`config.mk`:
```
export PLATFORM = sky130hd
export DESIGN_NAME = sar_search
export DESIGN_NICKNAME = d
export VERILOG_FILES = /design/src/rtl/sar_pkg.sv /design/src/rtl/sar_search.sv
export SDC_FILE = /design/constraint.sdc
export NUM_CORES = 1
export LEC_CHECK = 0
export CAP_MARGIN = 20
export CELL_PAD_IN_SITES_DETAIL_PLACEMENT = 1
export CELL_PAD_IN_SITES_GLOBAL_PLACEMENT = 1
export CORE_ASPECT_RATIO = 2
export CORE_MARGIN = 2
export CORE_UTILIZATION = 25
export DETAILED_ROUTE_END_ITERATION = 10
export DONT_BUFFER_PORTS = 1
export PLACE_DENSITY = 0.48
export SETUP_SLACK_MARGIN = 0.1
export SLEW_MARGIN = 25
export SYNTH_ARGS = -nofsm -noshare
export SYNTH_HDL_FRONTEND = slang
export SYNTH_SLANG_ARGS = --single-unit
export TNS_END_PERCENT = 20
```
`constraint.sdc`:
```
create_clock -name clk -period 2.63 [get_ports clk]
set_clock_uncertainty 0.05 [all_clocks]
set_input_delay 0.526 -clock clk [delete_from_list [all_inputs] [get_ports clk]]
set_output_delay 0.526 -clock clk [all_outputs]
set_load 0.005 [all_outputs]
```
`src/rtl/sar_pkg.sv`:
```
// sar_pkg: shared FSM state, comparator flag bundle and one-hot check for sar_search
package sar_pkg;
    typedef enum logic [1:0] {IDLE, SETTLE, DECIDE, FINISH} sar_state_t;
    typedef struct packed {
        logic gt;
        logic eq;
        logic lt;
    } cmp_flags_t;
    function automatic logic is_one_hot(cmp_flags_t f);
        return f == 3'b100 || f == 3'b010 || f == 3'b001;
    endfunction
endpackage

```
`src/rtl/sar_search.sv`:
```
// sar_search: successive-approximation controller driving a comparator b operand
// Ports: clk, rst (async, active-high), start; a_gt_b/a_eq_b/a_lt_b comparator flags in;
// guess trial value out; busy, done pulse; result, err, steps held until next accepted start.
module sar_search
    import sar_pkg::*;
#(
    parameter int WIDTH   = 8,
    parameter int CMP_LAT = 0
) (
    input  logic                         clk,
    input  logic                         rst,
    input  logic                         start,
    input  logic                         a_gt_b,
    input  logic                         a_eq_b,
    input  logic                         a_lt_b,
    output logic [WIDTH-1:0]             guess,
    output logic                         busy,
    output logic                         done,
    output logic [WIDTH-1:0]             result,
    output logic                         err,
    output logic [$clog2(WIDTH+1)-1:0]   steps
);
    localparam int SW = $clog2(WIDTH + 1);
    localparam int CW = CMP_LAT > 0 ? $clog2(CMP_LAT + 1) : 1;
    localparam logic [WIDTH-1:0] MSB = WIDTH'(1) << (WIDTH - 1);
    localparam sar_state_t RUN = CMP_LAT > 0 ? SETTLE : DECIDE;
    sar_state_t state;
    cmp_flags_t flags;
    logic [WIDTH-1:0] mask;
    logic [WIDTH-1:0] kept;
    logic [CW-1:0] cnt;
    logic ok;
    // mask is the one-hot form of the bit index under trial; mask[0] marks the last compare
    assign flags = {a_gt_b, a_eq_b, a_lt_b};
    assign ok = is_one_hot(flags);
    assign kept = flags.gt ? guess : guess & ~mask;
    always_ff @(posedge clk or posedge rst) begin
        if (rst) begin
            state  <= IDLE;
            guess  <= '0;
            mask   <= '0;
            busy   <= 1'b0;
            done   <= 1'b0;
            result <= '0;
            err    <= 1'b0;
            steps  <= '0;
            cnt    <= '0;
        end else begin
            case (state)
                IDLE: begin
                    done <= 1'b0;
                    if (start) begin
                        state  <= RUN;
                        guess  <= MSB;
                        mask   <= MSB;
                        busy   <= 1'b1;
                        result <= '0;
                        err    <= 1'b0;
                        steps  <= '0;
                        cnt    <= '0;
                    end
                end
                SETTLE: begin
                    cnt <= cnt + CW'(1);
                    if (cnt == CW'(CMP_LAT - 1)) state <= DECIDE;
                end
                DECIDE: begin
                    steps <= steps + SW'(1);
                    if (!ok || flags.eq || mask[0]) begin
                        state  <= FINISH;
                        busy   <= 1'b0;
                        guess  <= '0;
                        result <= !ok ? '0 : flags.eq ? guess : kept;
                        err    <= !ok;
                    end else begin
                        state <= RUN;
                        guess <= kept | (mask >> 1);
                        mask  <= mask >> 1;
                        cnt   <= '0;
                    end
                end
                FINISH: begin
                    // done is registered, so it rises on the edge leaving FINISH
                    done  <= 1'b1;
                    state <= IDLE;
                end
            endcase
        end
    end
endmodule
```
==> metrics.md <==
| Metric | Value |
|---|---|
| Overall die height | approximately 120 um |
| Synth Warn # | 0 |
| CP Capture Type | flip-flop |
| R2R Path End | steps[3]$_DFFE_PP0P_ |
| Die span in x | 63.6 um |
| Post-route setup slack | 0.647 ns |
| Worst slew margin | a little under 70% |
| RR Startpoint | state[0]$_DFFE_PP0P_ |
| Cell Area, Placed | between 0.0015 and 0.002 sq mm |
| CTS tree | done |
| Max_cap viols | 0 |
| Synth top cells by count | 45 x nand2_1, 34 x dfrtp_1, 20 x o21ai_0 |
| Placeable Area | just under 0.007 sq mm |
| # port buffers | 0 |
| Hold Fails Final Rpt | 0 |
| Post-CTS Setup Bufs | 0 |
| Num ports | 29 |
| Total CTS buffers | 5 |
| Avg Inst Size Synth | 9.31 sq um |
| Diodes inserted | 0 |
| CP max stage delay | 0.43 ns |
| Gr ovfl total | 0 |
| Post-synth EDFFs | 0 |
| Final period util | 75.4% |
| Gpl congestion | 0.725 |
| XOR/XNOR Fraction of Synth Area | less than 1% |
| Distinct cell type count after synthesis | 36 |
| Syn_nets | around 200 |
| Clock buffer depth | 2 |
| Mapped Area | about 0.0018 sq mm |
| Top FF cell, synth | dfrtp_1 |
| CP Data Arrival Time | 2.14 ns |
| Required time of the worst setup path | 2.79 ns |
| FMAX | 504 MHz |
| R2R cell count | 6 |
| Post-Synth Simple-Gate Area | 16.9% |
| DRC | 0 |
| Via count | ~1500 |
| Tot Pwr | ~2.3 mW |
| Yosys top cell area share | 47.9% |
| Initial detailed-routing violation count | 40 |
| Gate Count Post-Synth | between 150 and 200 |
| Vias per Instance | about 5.2 |
| Class of the worst hold path | input port to async pin |
| Startpoint types | flip-flop |
| Post-route ant nets | 0 |
| NumNets Final | 205 |
| Crit path kind | flip-flop to flip-flop |
| PwrDens | 1120 mW/mm^2 |
| Initial Utilization | 25.8% |
| Compound-Gate Fraction of Synth Area | 24.2% |
| # rows | 43 |
| Slowest CP cell | ha_1 |
| Setup slack, reg-to-reg | 0.65 ns |
| Largest family of logic cells by synthesized area | compound AO/OA/AOI/OAI gates |
| Vias in the first global route | 1699 |
| Largest net degree at the start of global routing | 35 |
| Root buffer cell | clkbuf_16 |
| Die area | about 0.0078 sq mm |
| Layout cell share with drive strength beyond 1 | a little over an eighth |
| Register area share after synthesis | 47.9% |
| Post-Synth Adder-Cell Area | 4.22% |
| VDD IR max | about 0.00047 V |
| Count leader, synth | nand2_1 |
| Mux contribution to synthesized area | 1.83% |
| Pre-Repair DR Iteration Count | 4 |
| Post-synthesis async set-or-reset flop share | 100% |
| Final instance area | roughly 0.0020 sq mm |
| CP cell instances | inv_1 > ha_1 > mux2i_2 > buf_4 > or3_1 > a21oi_1 |
| CTS sink count | 34 |
| Synth area leaders | dfrtp_1 48%, nand2_1 9.5%, o21ai_0 5.6% |
| RSZ-0062 raised after global routing | no |
| Layout area overhead | 14.7% |
| Worst-path clk slew | 0.06 ns |
| Initial antenna violation count | 0 |
| Total Wirelength | around 5300 um |
| Pleak | about 0.86 nW |
| Clk Latency, worst-skew pair | 0.28 ns |
| Max-slew violation count | 0 |
| First-pass GRT wire length | ~9000 um |
| Filler Cells Inserted | 856 |
| Post-CTS Hold Fix Bufs | 0 |
| H-tree levels | 2 |
| Tmin final | about 2.0 ns |
| Post-cts sizing count | 0 |
| CP Max Fanout | 25 |
| Setup_tns | 0 ns |
| Yosys top cell by area | dfrtp_1 |
| Endpoints failing setup | 0 |
| Dpl ws | 0.643 ns |
| Yosys reg bits | 34 |
| Post-DP HPWL | 3880 um |
| Status | complete, no violations |
| Final Util | between 20% and 30% |
| Wire length per cell | 18.8 um |
| GRT Overall Usage | 15.3% |
| Measured slew at the worst slew-check pin | around 0.46 ns |
flip-flops by register name (all words and copies together) (netlist names):
register / count
state: 2
cnt: 1
result: 8
steps: 4
guess: 8
err: 1
busy: 1
mask: 8
done: 1
worst max-delay path by stage:
stage | startpoint | to | slack, ns
detailed placement | a_lt_b | cnt$_DFFE_PP0P_ | 0.64
finish | state[0]$_DFFE_PP0P_ | steps[3]$_DFFE_PP0P_ | 0.65
CTS | state[0]$_DFFE_PP0P_ | steps[3]$_DFFE_PP0P_ | 0.63
global route | state[0]$_DFFE_PP0P_ | steps[3]$_DFFE_PP0P_ | 0.47
global placement | a_lt_b | cnt$_DFFE_PP0P_ | 0.68
floorplan | a_gt_b | cnt$_DFFE_PP0P_ | 0.69
cells by family after synthesis:
| group | after synthesis |
|---|---|
| compound gates | 65 |
| xor+xnor | 2 |
| fa+ha+maj | 6 |
| buf+inv | 15 |
| flops | 34 |
| mux | 3 |
| simple gates | 66 |
final cells by class:
type / count / area [sq um] / share of cell area, %
multi-input cells: 142 / 860 / 42.1
flip-flops and latches: 34 / 851 / 41.7
clock buffers: 7 / 143 / 6.99
well taps: 90 / 113 / 5.52
repair buffers: 5 / 50.0 / 2.45
inverters: 5 / 18.8 / 0.920
clock inverters: 1 / 5.00 / 0.245
critical path, delay by kind of cell (launching register included):
family          cells  cell delay [ns]
simple gates        1             0.37
buf+inv             2             0.36
mux                 1             0.12
fa+ha+maj           1             0.43
compound gates      1             0.14
flops               1             0.42
layout by cell type (no fill, tap or decap), drive strengths merged, types with 3 or more instances in the layout:
cell type / count
a32o: 3
clkbuf: 7
nand2: 45
nand2b: 5
o31ai: 8
a31o: 6
dfrtp: 34
buf: 5
o21ai: 20
nor2: 5
ha: 6
inv: 5
a21oi: 13
o221ai: 5
nand3: 3
where the power goes:
| part | internal [mW] | switching (mW) |
|---|---|---|
| Sequential | 0.682 | 0.200 |
| Clock | 0.375 | 0.225 |
| Combinational | 0.319 | 0.474 |
routing by layer:
metal / track usage [%] / vias up / share of wire, %
met3: 4.00 / 8 / 3.3
met1: 15.3 / 752 / 36
li1: - / 689 / -
met4: 6.25 / 0 / 2.1
met2: 29.3 / 24 / 59
met5: 0 / - / 0
per-stage QoR:
| step | instances | hold WS (ns) |
|---|---|---|
| global route | 284 | 0.248 |
| detailed placement | 276 | 0.482 |
| global placement | 276 | 0.451 |
| floorplan | 191 | 0.431 |
| CTS | 284 | 0.210 |
| finish | 284 | 0.184 |
Power figures use the tool's default switching activity.
